<file path="src/rtl/instr_loader_pkg.sv">
// Shared types and byte codes for the UART instruction loader.
// Holds the frame FSM state encoding and the sync/ack/nak byte values.
package instr_loader_pkg;

  typedef enum logic [2:0] {
    IDLE  = 3'd0,
    ADDR  = 3'd1,
    COUNT = 3'd2,
    DATA  = 3'd3,
    CSUM  = 3'd4
  } loader_state_t;

  localparam logic [7:0] SYNC_BYTE = 8'hA5;
  localparam logic [7:0] ACK_BYTE  = 8'h06;
  localparam logic [7:0] NAK_BYTE  = 8'h15;

endpackage

</file>
<file path="src/rtl/loader_idle_timer.sv">
// Inter-byte idle counter: clears on every byte, counts only while enabled.
// expire is a combinational one-cycle pulse when TIMEOUT_CYCLES-1 idle clocks have elapsed.
module loader_idle_timer #(
  parameter int TIMEOUT_CYCLES = 50000
) (
  input  logic clk,
  input  logic rst_n,
  input  logic clr,
  input  logic en,
  output logic expire
);

  localparam int CW = (TIMEOUT_CYCLES > 2) ? $clog2(TIMEOUT_CYCLES) : 1;
  localparam logic [CW-1:0] LAST = CW'(TIMEOUT_CYCLES - 1);

  logic [CW-1:0] cnt;

  // A byte in the same cycle always wins over expiry.
  assign expire = en && !clr && (cnt == LAST);

  always_ff @(posedge clk) begin
    if (!rst_n || clr || !en) begin
      cnt <= '0;
    end else if (cnt != LAST) begin
      cnt <= cnt + 1'b1;
    end
  end

endmodule

</file>
<file path="src/rtl/instr_uart_loader.sv">
// UART frame loader (SYNC, ADDR, COUNT, 4*N data bytes MSB first, CSUM) into instruction memory; write one cycle after each 4th byte.
// Never stalls byte intake; LOADER_ECHO_EN adds an ACK/NAK reply port held until tx_ready.
module instr_uart_loader
  import instr_loader_pkg::*;
#(
  parameter int INSTR_WIDTH    = 32,
  parameter int INSTR_DEPTH    = 256,
  parameter int TIMEOUT_CYCLES = 50000
) (
  input  logic                           clk,
  input  logic                           fsm_rst_n,
  input  logic [7:0]                     rx_data,
  input  logic                           rx_valid,
  output logic                           wr_en,
  output logic [$clog2(INSTR_DEPTH)-1:0] wr_addr,
  output logic [INSTR_WIDTH-1:0]         wr_data,
  output logic                           fsm_hold,
  output logic                           done,
  output logic                           err,
  output logic [8:0]                     words_loaded
`ifdef LOADER_ECHO_EN
  ,
  output logic [7:0]                     tx_data,
  output logic                           tx_valid,
  input  logic                           tx_ready
`endif
);

  localparam int AW = $clog2(INSTR_DEPTH);

  loader_state_t          state;
  logic [AW-1:0]          addr;
  logic [AW-1:0]          next_addr;
  logic [8:0]             count;
  logic [1:0]             byte_idx;
  logic [INSTR_WIDTH-1:0] shift;
  logic [INSTR_WIDTH-1:0] next_word;
  logic [7:0]             sum;
  logic                   expire;

  assign next_word = {shift[INSTR_WIDTH-9:0], rx_data};
  assign next_addr = (addr == AW'(INSTR_DEPTH - 1)) ? '0 : addr + AW'(1);

  loader_idle_timer #(
    .TIMEOUT_CYCLES(TIMEOUT_CYCLES)
  ) u_idle_timer (
    .clk   (clk),
    .rst_n (fsm_rst_n),
    .clr   (rx_valid),
    .en    (state != IDLE),
    .expire(expire)
  );

  always_ff @(posedge clk) begin
    if (!fsm_rst_n) begin
      state        <= IDLE;
      addr         <= '0;
      count        <= '0;
      byte_idx     <= '0;
      shift        <= '0;
      sum          <= '0;
      wr_en        <= 1'b0;
      wr_addr      <= '0;
      wr_data      <= '0;
      fsm_hold     <= 1'b0;
      done         <= 1'b0;
      err          <= 1'b0;
      words_loaded <= '0;
    end else begin
      wr_en <= 1'b0;
      done  <= 1'b0;
      if (expire) begin
        // Partial word is simply abandoned; nothing is written.
        state    <= IDLE;
        err      <= 1'b1;
        fsm_hold <= 1'b0;
      end else if (rx_valid) begin
        case (state)
          IDLE: begin
            if (rx_data == SYNC_BYTE) begin
              state    <= ADDR;
              err      <= 1'b0;
              fsm_hold <= 1'b1;
            end
          end
          ADDR: begin
            addr  <= AW'(rx_data);
            sum   <= rx_data;
            state <= COUNT;
          end
          COUNT: begin
            count        <= (rx_data == 8'd0) ? 9'd256 : {1'b0, rx_data};
            sum          <= sum + rx_data;
            words_loaded <= '0;
            byte_idx     <= '0;
            state        <= DATA;
          end
          DATA: begin
            shift    <= next_word;
            sum      <= sum + rx_data;
            byte_idx <= byte_idx + 2'd1;
            if (byte_idx == 2'd3) begin
              wr_en        <= 1'b1;
              wr_data      <= next_word;
              wr_addr      <= addr;
              addr         <= next_addr;
              words_loaded <= words_loaded + 9'd1;
              if (words_loaded + 9'd1 == count) begin
                state <= CSUM;
              end
            end
          end
          CSUM: begin
            if (rx_data == sum) begin
              done <= 1'b1;
            end else begin
              err <= 1'b1;
            end
            state    <= IDLE;
            fsm_hold <= 1'b0;
          end
          default: begin
            state    <= IDLE;
            fsm_hold <= 1'b0;
          end
        endcase
      end
    end
  end

`ifdef LOADER_ECHO_EN
  logic frame_end;
  logic frame_ok;

  assign frame_end = expire || (rx_valid && state == CSUM);
  assign frame_ok  = rx_valid && state == CSUM && rx_data == sum;

  // A reply still waiting on tx_ready keeps its byte; a newer one is dropped.
  always_ff @(posedge clk) begin
    if (!fsm_rst_n) begin
      tx_valid <= 1'b0;
      tx_data  <= '0;
    end else begin
      if (tx_valid && tx_ready) begin
        tx_valid <= 1'b0;
      end
      if (frame_end && (!tx_valid || tx_ready)) begin
        tx_valid <= 1'b1;
        tx_data  <= frame_ok ? ACK_BYTE : NAK_BYTE;
      end
    end
  end
`endif

endmodule

</file>
<file path="config.mk">
export PLATFORM = sky130hd
export DESIGN_NAME = instr_uart_loader
export DESIGN_NICKNAME = d
export VERILOG_FILES = /design/src/rtl/instr_loader_pkg.sv /design/src/rtl/loader_idle_timer.sv /design/src/rtl/instr_uart_loader.sv
export SDC_FILE = /design/constraint.sdc
export NUM_CORES = 1
export LEC_CHECK = 0
export BUFFER_PORTS_ARGS = -buffer_cell sky130_fd_sc_hd__buf_2
export CORE_MARGIN = 1.5
export CORE_UTILIZATION = 47
export CTS_CLUSTER_SIZE = 14
export DETAILED_ROUTE_END_ITERATION = 10
export PLACE_DENSITY = 0.66
export SETUP_SLACK_MARGIN = 0.2
export SYNTH_ARGS = -nofsm -noshare
export SYNTH_HDL_FRONTEND = slang
export SYNTH_HIERARCHICAL = 1
export SYNTH_SLANG_ARGS = --single-unit
export TNS_END_PERCENT = 10
</file>
<file path="constraint.sdc">
create_clock -name clk -period 3.9 [get_ports clk]
set_input_delay 0.78 -clock clk [delete_from_list [all_inputs] [get_ports clk]]
set_output_delay 0.78 -clock clk [all_outputs]
set_load 0.05 [all_outputs]
</file>
After elaboration in Yosys (flattened, before gate mapping)
Index checks and enable logic that the tools add are counted.
- memories kept: 0
- bits of input ports: 11
- register bits: 123
- memory bits (read-only): 0
- bits in latches: 0
- RAM bits: 0
- reduce and logical (&&, ||, !) cells: 30
- equal/unequal tests: 16
- bitwise logic cells: 6
- shift operators: 0
- divide/modulo/power cells: 0
- multipliers: 0
- $add $sub $neg: 5
- order comparisons: 0
- mux-type cells: 21
- operators by type and width (operator ; count):
    8-bit one-hot mux with 2 select lines ; 2
    4-bit AND reduction ; 5
    9-bit two-way mux ; 2
    9-bit one-hot mux with 2 select lines ; 1
    16-bit by 1-bit adder with 16-bit output, second input constant ; 1
    16-bit == test, second input constant ; 1
    8-bit == test, second input constant ; 2
    8-bit two-way mux ; 2
    16-bit != test, second input constant ; 1
    3-bit AND reduction ; 5
    3-bit one-hot mux with 4 select lines ; 1
    9-bit by 1-bit adder with 9-bit output, second input constant ; 1
    9-bit == test ; 1
    3-bit two-way mux ; 3
    8-bit by 1-bit adder with 8-bit output, second input constant ; 1
    8-bit adder ; 1
    8-bit == test ; 1
    8-bit zero test ; 1
    2-bit nonzero test ; 4
    4-bit OR reduction ; 2
    1-bit two-way mux ; 7
    3-bit by 2-bit == test with 1-bit output, second input constant ; 2
    2-bit != test, second input constant ; 3
    3-bit != test, second input constant ; 2
    14 further kinds ; 26

Logic depth before layout (Yosys ltp)
Gate-level depths: netlist (run 1).
- depth in word-level cells: 5
- gate-level depth with buffers: 12
- gate-level depth less buffers: 10

Hierarchy
The synthesis (run 1) kept the hierarchy.
- by module, submodules not included (module ; cells an instance ; area an instance (um^2) ; seq. area each (um^2) ; instances):
    instr_uart_loader ; 612 ; 4858.4 ; 2142.1 ; 1
    loader_idle_timer ; 96 ; 830.8 ; 320.3 ; 1

Worst setup path before layout (run 1)
OpenSTA, ideal clock, no wires.
- path type: flip-flop to flip-flop
- start point: register u_idle_timer.cnt[7]
- end point: register wr_addr[6]
- required time: 3.830 ns
- buffers on the path: 3
- arrival: 2.639 ns
- slack: 1.190 ns
- library setup time: 0.070 ns
- cell stages (with the launch flop): 11
- cells stage by stage: dfxtp_1 > or4_4 > or4_1 > nor3b_2 > nor4bb_1 > buf_2 > nand3_1 > clkbuf_1 > clkbuf_1 > nand2_1 > a21oi_1
- cells in the longest elaborated chain, start to end: 4
- RTL lines (what ; line ; source):
    start: declaration ; loader_idle_timer.sv:16 ; logic [CW-1:0] cnt;
    start signal: assignment ; loader_idle_timer.sv:25 ; cnt <= cnt + 1'b1;
    16-bit == test ; loader_idle_timer.sv:19 ; assign expire = en && !clr && (cnt == LAST);
    1-bit logical AND ; loader_idle_timer.sv:19 ;
    net expire ; instr_uart_loader.sv:39 ; logic expire;
    1-bit inverter (no line) ; - ;
    4-bit AND reduction (no line) ; - ;
    end signal: assignment ; instr_uart_loader.sv:105 ; wr_addr <= addr;
    end: declaration ; instr_uart_loader.sv:15 ; output logic [$clog2(INSTR_DEPTH)-1:0] wr_addr,
The timed path passes the listed nets, and every way through them passes these cells.
A chain may end at the register's enable or synchronous reset.

Worst setup path after layout (run 1)
- start point: register u_idle_timer.cnt[0]
- end point: register wr_data[27]
- cells in the longest elaborated chain, start to end: 4
- RTL lines (what ; line ; source):
    16-bit == test ; loader_idle_timer.sv:19 ;
    1-bit logical AND ; loader_idle_timer.sv:19 ;
    net expire ; instr_uart_loader.sv:39 ;
    1-bit inverter (no line) ; - ;
    4-bit AND reduction (no line) ; - ;
    end signal: assignment ; instr_uart_loader.sv:104 ; wr_data <= next_word;
    end: declaration ; instr_uart_loader.sv:16 ; output logic [INSTR_WIDTH-1:0] wr_data,
The timed path passes the listed nets, and every way through them passes these cells.

==> flow_summary.toml, run 1 <==
[status]
outcome = "finished, final reports clean"

[finish]
diodes = 0
drive_gt1_share_pct = 13.7
areaGrowthSynthToFinish_pct = 16.2
instances_no_fill = 912
regArea_mm2 = 0.00246
mostFrequentLayoutCell = "nand2_1"
nFillCells = 1118
final_cell_mix = "nand2_1, dfxtp_1, a21oi_1"
fin_nets = 777
fin_util_pct = 55.5
multi_input_area_mm2 = 0.00302

[worst_setup_path]
slowest_stage = "or4_1"
crit_chain = "ha_1, nand3_1, or4_1, nor3b_2, nor4bb_1, buf_4, and3_1, buf_4, nand2_1, a21oi_1"
cp-start-kind = "flop"
cp_top_family = "simple AND/OR/NAND/NOR gates"
critical_path_buf_inv_count = 2
cpMostUsedCell = "buf_4"
path_max_fanout = 26
cpPeakStageDelay_ns = 0.61
critPathKind = "flop to flop"
crit_required_ns = 4.15
cp.arrival_ns = 3.55
crit-reg2reg-launch = "u_idle_timer/cnt[0]"
setup.worst_path.start = "u_idle_timer/cnt[0]"
end_kind = "flop"

[power]
netSwitchingFraction_pct = 21.0
p_int_mw = 2.19
p_leak_nw = 2.47
power_frac_comb_pct = 2.4
total_power_mw = 2.78
clkPwrFrac_pct = 52.2
ir_drop_mv = 0.257
cellPowerDensity_mw_per_mm2 = 420
seqPwrFrac_pct = 45.4
p_sw_mw = 0.583

[synthesis]
synthesis.nets = 731
postSynthAreaPerCell_um2 = 8.04
yosysWarnings = 6
ys_seq_area_share_pct = 43.3
syn_inst = 708
syn-cell-area_mm2 = 0.00569
synth_cell_type_count = 57
synth.ff_latch_count = 123
synth_flop_cell = "dfxtp_1"
synthArstFlopShare_pct = 0
synth_edf_count = 0

[global_routing]
grtUsageTotal_pct = 22.7
grt_antenna_before_repair = 0
grt_pass1_wl_mm = 23.4
grt_pass1_vias = 4897
grt-ovfl-total = 0
grt_max_degree = 58

[clocking]
clk_pin_slew_ns = 0.05
cts.repair.resized = 0
cts_htree_levels = 4
clock_latency_ns = 0.42
cts_buffers = 17
post_cts_buffers = 0
hold_buffers = 0
cts_buffer_depth = 2
cts.sinks = 123
cts_tree = "built"
root_buffer = "clkbuf_16"

[sta]
tightest_slew_ns = 1.21
drv_slew = 0
finalHoldViolCount = 0
final-setup-viol-count = 0
setup_tns_ns = 0
finalCritPeriodShare_pct = 84.7
skew_ns = 0.0127
max_freq_mhz = 303
rsz0062_at_grt = "no"
timing.slew.headroom_pct = 19.5
post-route-min-period_ns = 3.30

[detailed_routing]
drtAntennaViolNets = 0
drc = 0
routed_via_density = 5.60
dr.pass1.iters = 7
drt_wl_total_mm = 14.0
drt_iter0_drc = 329
wl_per_cell_um = 15.4
route.vias.total = 5109

[placed_design]
placedCellCount = 882
io_buffers = 63
dp_hpwl_mm = 9.42
place_congestion = 0.895

[run]
cap_violations = 0

[floorplan]
fp-row-count = 40
pin_count = 64
coreArea_mm2 = 0.0119
dieArea_mm2 = 0.0128
die_height_um = 113
initial_core_util_pct = 47.8
fp.dieW_um = 113

[min_path]
hp-class = "flop to flop"
hp-start = "shift[21]"
## power groups by stage
stage	combinational [mW]	clock (mW)	sequential [mW]
4_1_cts	0.0668	1.47	1.26
5_1_grt	0.0723	1.53	1.26
2_1_floorplan	0.0396	0	1.29
3_5_place_dp	0.0663	0	1.29
6_report	0.0669	1.45	1.26
3_3_place_gp	0.0644	0	1.29
## cell families after synthesis
| family | after synthesis | synth area share, % |
|---|---|---|
| flip-flops | 123 | 43.3 |
| AO/OA/AOI/OAI | 181 | 20.0 |
| buffers and inverters | 53 | 3.74 |
| XOR/XNOR | 20 | 3.08 |
| adder cells (fa/ha/maj) | 12 | 2.77 |
| multiplexers | 7 | 1.23 |
| AND/OR/NAND/NOR | 312 | 25.9 |
## cells in the mapped netlist (all sizes together), types with 2 or more instances
library cell | instances | share of area [%]
a211oi | 2 | 0.26
a21boi | 42 | 5.5
a21o | 6 | 0.79
a21oi | 68 | 6.0
a221oi | 2 | 0.31
a31oi | 7 | 0.77
and2 | 6 | 0.66
and3 | 5 | 0.73
and4 | 2 | 0.31
buf | 11 | 0.97
clkbuf | 31 | 2.0
dfxtp | 123 | 43
ha | 11 | 2.4
inv | 11 | 0.73
mux2i | 7 | 1.2
nand2 | 191 | 13
nand2b | 7 | 0.77
nand3 | 17 | 1.5
nand3b | 3 | 0.40
nand4 | 5 | 0.55
nand4b | 2 | 0.31
nor2 | 26 | 1.7
nor2b | 4 | 0.44
nor3 | 9 | 0.79
nor3b | 4 | 0.62
nor4 | 8 | 1.3
nor4bb | 3 | 0.53
o211a | 3 | 0.53
o211ai | 2 | 0.26
o21a | 4 | 0.53
o21ai | 28 | 2.5
o221ai | 2 | 0.31
o31ai | 6 | 0.79
or3 | 7 | 0.77
or4 | 9 | 1.3
xnor2 | 15 | 2.3
xor2 | 5 | 0.77
## sequential cells by signal, summed over array words and instances (netlist names)
| signal | flops |
|---|---|
| state | 3 |
| err | 1 |
| words_loaded | 9 |
| count | 9 |
| fsm_hold | 1 |
| wr_addr | 8 |
| sum | 8 |
| addr | 8 |
| u_idle_timer/cnt | 16 |
| wr_en | 1 |
| byte_idx | 2 |
| done | 1 |
| wr_data | 32 |
| shift | 24 |
## metrics by stage
step	hold slack, ns	setup slack [ns]	area, µm²
global route	0.463	0.308	6610
global placement	0.443	0.789	6070
detailed placement	0.446	0.648	6070
finish	0.451	0.598	6610
floorplan	0.432	1.19	5690
CTS	0.456	0.622	6610
## final cells by class
class,count,share of cell area (%)
tap,147,2.78
timing repair buffer,69,5.45
clock buffer,23,7.23
inverter,11,0.624
multi-input combinational,532,45.7
sequential,123,37.2
clock inverter,7,1.02
## worst register-to-register path, cell delays in order, from the launching register on
cell	delay [ns]
dfxtp_1	0.38
ha_1	0.21
nand3_1	0.33
or4_1	0.61
nor3b_2	0.26
nor4bb_1	0.09
buf_4	0.19
and3_1	0.52
buf_4	0.39
nand2_1	0.10
a21oi_1	0.06
## routing by layer
metal  part of all wire, %  routed length, µm  global-route usage (%)
met5                     0                  0                       0
met4                   1.1                157                    8.08
met3                   4.4                620                    6.16
met2                    47               6630                    36.5
met1                    47               6600                    29.6
## worst paths after layout
path,to,slack (ns),depth (start not counted)
worst max-delay path,wr_data[27],0.60,10
worst min-delay path,wr_data[29],0.45,2
worst max register to register,wr_data[27],0.60,10
worst min register to register,wr_data[29],0.45,2
Power figures use the tool's default switching activity.
==> run 2: changes to the inputs <==
Settings changed: ABC_AREA set to 1.
Clock period 3.9 ns to 3.4 ns, I/O delays scaled along.
==> run 2 against run 1 <==
The flow now finishes with violations (design-rule violations). Power increased by 29%. Sequential power grew 19%. Worst hold slack improved by 0.015 ns. Area after synthesis shrank 1.1%. Via count rose by 4.4%. Design area rose by 0.30%. Synthesized cell count up 9.9%. Fmax rose by 15%. Clock skew down 0.0061 ns. Non-clock buffer count shrank 1. Highest routed layer unchanged.
==> flow_summary.toml, run 2 <==
[finish]
fin_util_pct = 57.4
reg.largest.list = "wr_data (32), shift (24), u_idle_timer/cnt (16)"
areaGrowthSynthToFinish_pct = 17.8
instances_no_fill = 994
diodes = 0
mostFrequentLayoutCell = "nand2_1"
final_cell_mix = "nand2_1, dfxtp_1, o21ai_0"
fin_nets = 862
drive_gt1_share_pct = 14.3
largest_reg_flops = 32
final_area_mm2 = 0.00663
largest_register = "wr_data"

[placed_design]
placedCellCount = 963
placedInstanceArea_mm2 = 0.00603
dp_hpwl_mm = 10.0
io_buffers = 63
dp_slack_ns = 0.494
place_congestion = 0.940

[status]
violations = "design-rule violations"
outcome = "complete, but fails checks"

[global_routing]
grt_antenna_before_repair = 0
grt-ovfl-total = 0
grt_max_degree = 56
grt_pass1_vias = 5007
grt_pass1_wl_mm = 23.7
grtUsageTotal_pct = 23.5

[sta]
setup_slack_ns = 0.533
post-route-min-period_ns = 2.87
rsz0062_at_grt = "yes"
fin_hold_ws_ns = 0.465
drv_slew = 0
timing.slew.headroom_pct = 58.3
finalHoldViolCount = 0
max_freq_mhz = 349
finalCritPeriodShare_pct = 84.3
skew_ns = 0.00662
tightest_slew_ns = 0.624
setup_tns_ns = 0
final-setup-viol-count = 0

[synthesis]
synthesis.nets = 801
synth_area_leaders = "dfxtp_1, nand2_1, o21ai_0"
synth_top_cells_by_count = "nand2_1, dfxtp_1, o21ai_0"
synth_edf_count = 0
synthArstFlopShare_pct = 0
yosysWarnings = 6
yosys.area.top_type = "dfxtp_1"
ys_seq_area_share_pct = 43.7
synth_top_area_share_pct = 43.7
synth.ff_latch_count = 123
syn-cell-area_mm2 = 0.00563
syn_inst = 778
synth_cell_type_count = 42
yosysMostFrequentCell = "nand2_1"
synth_flop_cell = "dfxtp_1"
postSynthAreaPerCell_um2 = 7.24

[clocking]
root_buffer = "clkbuf_16"
cts_tree = "built"
cts_buffers = 17
clock_latency_ns = 0.42
cts_buffer_depth = 2
clk_pin_slew_ns = 0.06
hold_buffers = 0
post_cts_buffers = 0
cts_htree_levels = 4
cts.sinks = 123

[detailed_routing]
drt_iter0_drc = 496
routed_via_density = 5.37
drt_wl_total_mm = 14.1
route.vias.total = 5333
drc = 10
drtAntennaViolNets = 0
dr.pass1.iters = 9
wl_per_cell_um = 14.2

[floorplan]
fp.dieW_um = 112
coreArea_mm2 = 0.0116
dieArea_mm2 = 0.0126
pin_count = 64
die_height_um = 112
fp-row-count = 39
initial_core_util_pct = 48.7

[worst_setup_path]
r2r_end = "wr_data[0]"
r2r_slack_ns = 0.53
end_kind = "flop"
setup.worst_path.start = "state[0]"
critPathKind = "flop to flop"
crit-reg2reg-launch = "state[0]"
r2r_cells = 13
cp.arrival_ns = 3.21
critPathCapture = "wr_data[0]"
path_max_fanout = 28
cp-start-kind = "flop"
crit_required_ns = 3.74

[power]
total_power_mw = 3.58
p_leak_nw = 2.90
cellPowerDensity_mw_per_mm2 = 540
ir_drop_mv = 0.293

[min_path]
hp-class = "flop to flop"

[run]
cap_violations = 0
## run 2: where the power goes
group	leakage, nW	internal (mW)	switching, mW
logic	1.62	0.0784	0.173
clock network	0.296	1.18	0.649
registers	0.993	1.47	0.0217
total	2.90	2.74	0.843
## run 2: final cells by class
type	instances	area (µm²)
tap	143	179
clock buffer	20	457
timing repair buffer	68	353
inverter	90	339
clock inverter	11	144
multi-input combinational	539	2700
fill	1098	4930
sequential	123	2460
## run 2: cells by family after synthesis
kind of cell / after synthesis / synth area share (%)
and+or+nand+nor: 333 / 26.5
AOI/OAI and AO/OA: 186 / 17.4
DFF: 123 / 43.7
buffers and inverters: 116 / 8.31
adders and majority gates: 12 / 2.80
xor gates and xnor gates: 8 / 1.24
## run 2: worst min-delay path by stage
stage                     slack (ns)          end  cells after the start   startpoint
final                           0.47  wr_data[22]                      2  wr_data[22]
after detailed placement        0.46  wr_data[16]                      2  wr_data[16]
after CTS                       0.47  wr_data[16]                      2  wr_data[16]
after global placement          0.46  wr_data[16]                      2  wr_data[16]
after global routing            0.49  wr_data[16]                      2     shift[8]
after floorplan                 0.44  wr_data[16]                      2     shift[8]
## run 2: repair_timing
action | in CTS | in global routing
gates resized for setup | 0 | 1
endpoints found under the hold margin | 0 | 0
endpoints found under the setup margin | 0 | 14
## run 2: metal layers
layer | share of wire (%) | up-vias | GRT usage [%]
met1 | 45 | 2467 | 28.8
li1 | - | 2707 | -
met4 | 2.5 | 0 | 10.4
met2 | 48 | 135 | 38.7
met3 | 4.9 | 24 | 6.80
met5 | 0 | - | 0
## run 2: critical path, cell delays in order (launching register included)
cell,delay (ns)
dfxtp_1,0.32
inv_1,0.24
nand2_1,0.16
nor2_1,0.23
inv_1,0.10
nand2_1,0.08
nor2_1,0.07
nor2_1,0.28
nand2_4,0.15
nor2_8,0.31
nand2_4,0.18
nor2_4,0.26
inv_2,0.19
o21ai_0,0.20
==> run 3: changes to the inputs <==
Settings changed: ABC_AREA 1 to 0.
Clock period 3.4 ns to 2.9 ns, I/O delays scaled along.
==> run 3 against run 2 <==
Non-clock buffer count is 22 higher. Global-route usage is 0.62 points lower. Largest cell class unchanged. The flow now finishes without violations. Combinational power is 62% lower. Largest power group unchanged.
==> flow_summary.toml, run 3 (same netlist as run 1, synthesis figures left out) <==
[finish]
nFillCells = 1079
areaGrowthSynthToFinish_pct = 21.4
final_cell_mix = "nand2_1, dfxtp_1, a21oi_1"
largest_reg_flops = 32
multi_input_area_mm2 = 0.00306
reg.largest.list = "wr_data (32), shift (24), u_idle_timer/cnt (16)"
drive_gt1_share_pct = 17.5
regArea_mm2 = 0.00246
diodes = 0
fin_nets = 798
largest_register = "wr_data"
mostFrequentLayoutCell = "nand2_1"

[sta]
timing.slew.headroom_pct = 55.2
skew_ns = 0.00953
tightest_slew_ns = 0.667
post-route-min-period_ns = 2.67
finalHoldViolCount = 0
final-setup-viol-count = 0
max_freq_mhz = 374
setup_slack_ns = 0.226
drv_slew = 0
finalCritPeriodShare_pct = 92.2
setup_tns_ns = 0
rsz0062_at_grt = "yes"

[clocking]
root_buffer = "clkbuf_16"
clk_pin_slew_ns = 0.06
clock_latency_ns = 0.42
cts_buffer_depth = 2
hold_buffers = 0
cts_htree_levels = 4
cts_buffers = 17
cts_tree = "built"
cts.sinks = 123

[detailed_routing]
route.vias.total = 5191
wl_per_cell_um = 15.0
drt_iter0_drc = 346
routed_via_density = 5.55
dr.pass1.iters = 4
drt_wl_total_mm = 14.0
drtAntennaViolNets = 0
drc = 0

[global_routing]
grt_max_degree = 38
grt_pass1_wl_mm = 23.5
grt_pass1_vias = 4858
grt-ovfl-total = 0
grtUsageTotal_pct = 22.9
grt_antenna_before_repair = 0

[floorplan]
pin_count = 64
dieArea_mm2 = 0.0128
coreArea_mm2 = 0.0119
die_height_um = 113
initial_core_util_pct = 47.8
fp-row-count = 40
fp.dieW_um = 113

[run]
cap_violations = 0

[worst_setup_path]
cp-start-kind = "flop"
critPathKind = "flop to flop"
cp.arrival_ns = 2.98
end_kind = "flop"
crit_required_ns = 3.21
path_max_fanout = 9

[placed_design]
dp_hpwl_mm = 9.66
dp_slack_ns = -0.101
io_buffers = 63
place_congestion = 0.824

[power]
ir_drop_mv = 0.340
total_power_mw = 3.98
cellPowerDensity_mw_per_mm2 = 576
p_leak_nw = 2.62

[status]
outcome = "finished, final reports clean"

[min_path]
hp-class = "flop to flop"
==> run 3: changes by cell type in the layout (fill, tap and decap cells not counted), moves of 7 or more <==
cell,previous run,this run
or4_1,0,7
xnor2_1,4,15
nor2_1,86,26
a21boi_0,0,40
o21ai_0,94,27
inv_1,86,11
nand2b_1,0,7
nand3_1,72,16
buf_4,5,24
mux2i_1,0,7
nand2_1,135,189
==> run 3: stage by stage <==
step	area, µm²	instances	hold WS [ns]	utilization, %
after floorplan	5690	708	0.432	-
after global placement	6210	900	0.442	52.2
after detailed placement	6210	900	0.445	52.2
after CTS	6850	932	0.453	57.5
after global routing	6900	935	0.471	58.0
final	6900	935	0.449	58.0
==> run 3: critical path, cell delays in order (launching register included) <==
cell      delay (ns)
dfxtp_1         0.34
or4_4           0.56
or4_1           0.44
nor3b_2         0.30
nor4bb_4        0.13
o21ai_1         0.38
nor2_1          0.12
o221a_2         0.29
==> run 3: worst paths after layout <==
path	start	endpoint	slack, ns	depth (start not counted)
min reg2reg	wr_data[27]	wr_data[27]	0.45	2
max	u_idle_timer/cnt[7]	addr[6]	0.23	7
min	wr_data[27]	wr_data[27]	0.45	2
max reg2reg	u_idle_timer/cnt[7]	addr[6]	0.23	7
==> run 3: metal layers <==
metal	part of all wire [%]	vias up	wire, µm	track usage, %
met4	1.6	0	227	8.00
li1	-	2595	-	-
met5	0	-	0	0
met2	46	131	6500	36.6
met1	47	2445	6540	30.2
met3	5.2	20	727	5.84
==> run 3: timing repair <==
| item | CTS | global route |
|---|---|---|
| pin swaps | 0 | 2 |
| gates resized for setup | 2 | 11 |
| buffers inserted | 0 | 3 |
| endpoints found under the hold margin | 0 | 0 |
| endpoints found under the setup margin | 76 | 58 |
==> run 3: power by group <==
part | switching (mW) | total [mW] | leakage (nW) | internal, mW
Sequential | 0.000695 | 1.69 | 0.990 | 1.69
Clock | 0.824 | 2.19 | 0.292 | 1.37
Combinational | 0.0628 | 0.0957 | 1.33 | 0.0329
==> run 3: layout make-up <==
cell class / instances / share of cell area [%]
multi-input combinational: 532 / 44.4
clock inverter: 15 / 2.75
inverter: 11 / 0.598
tap: 147 / 2.66
timing repair buffer: 90 / 7.79
clock buffer: 17 / 6.16
sequential: 123 / 35.7
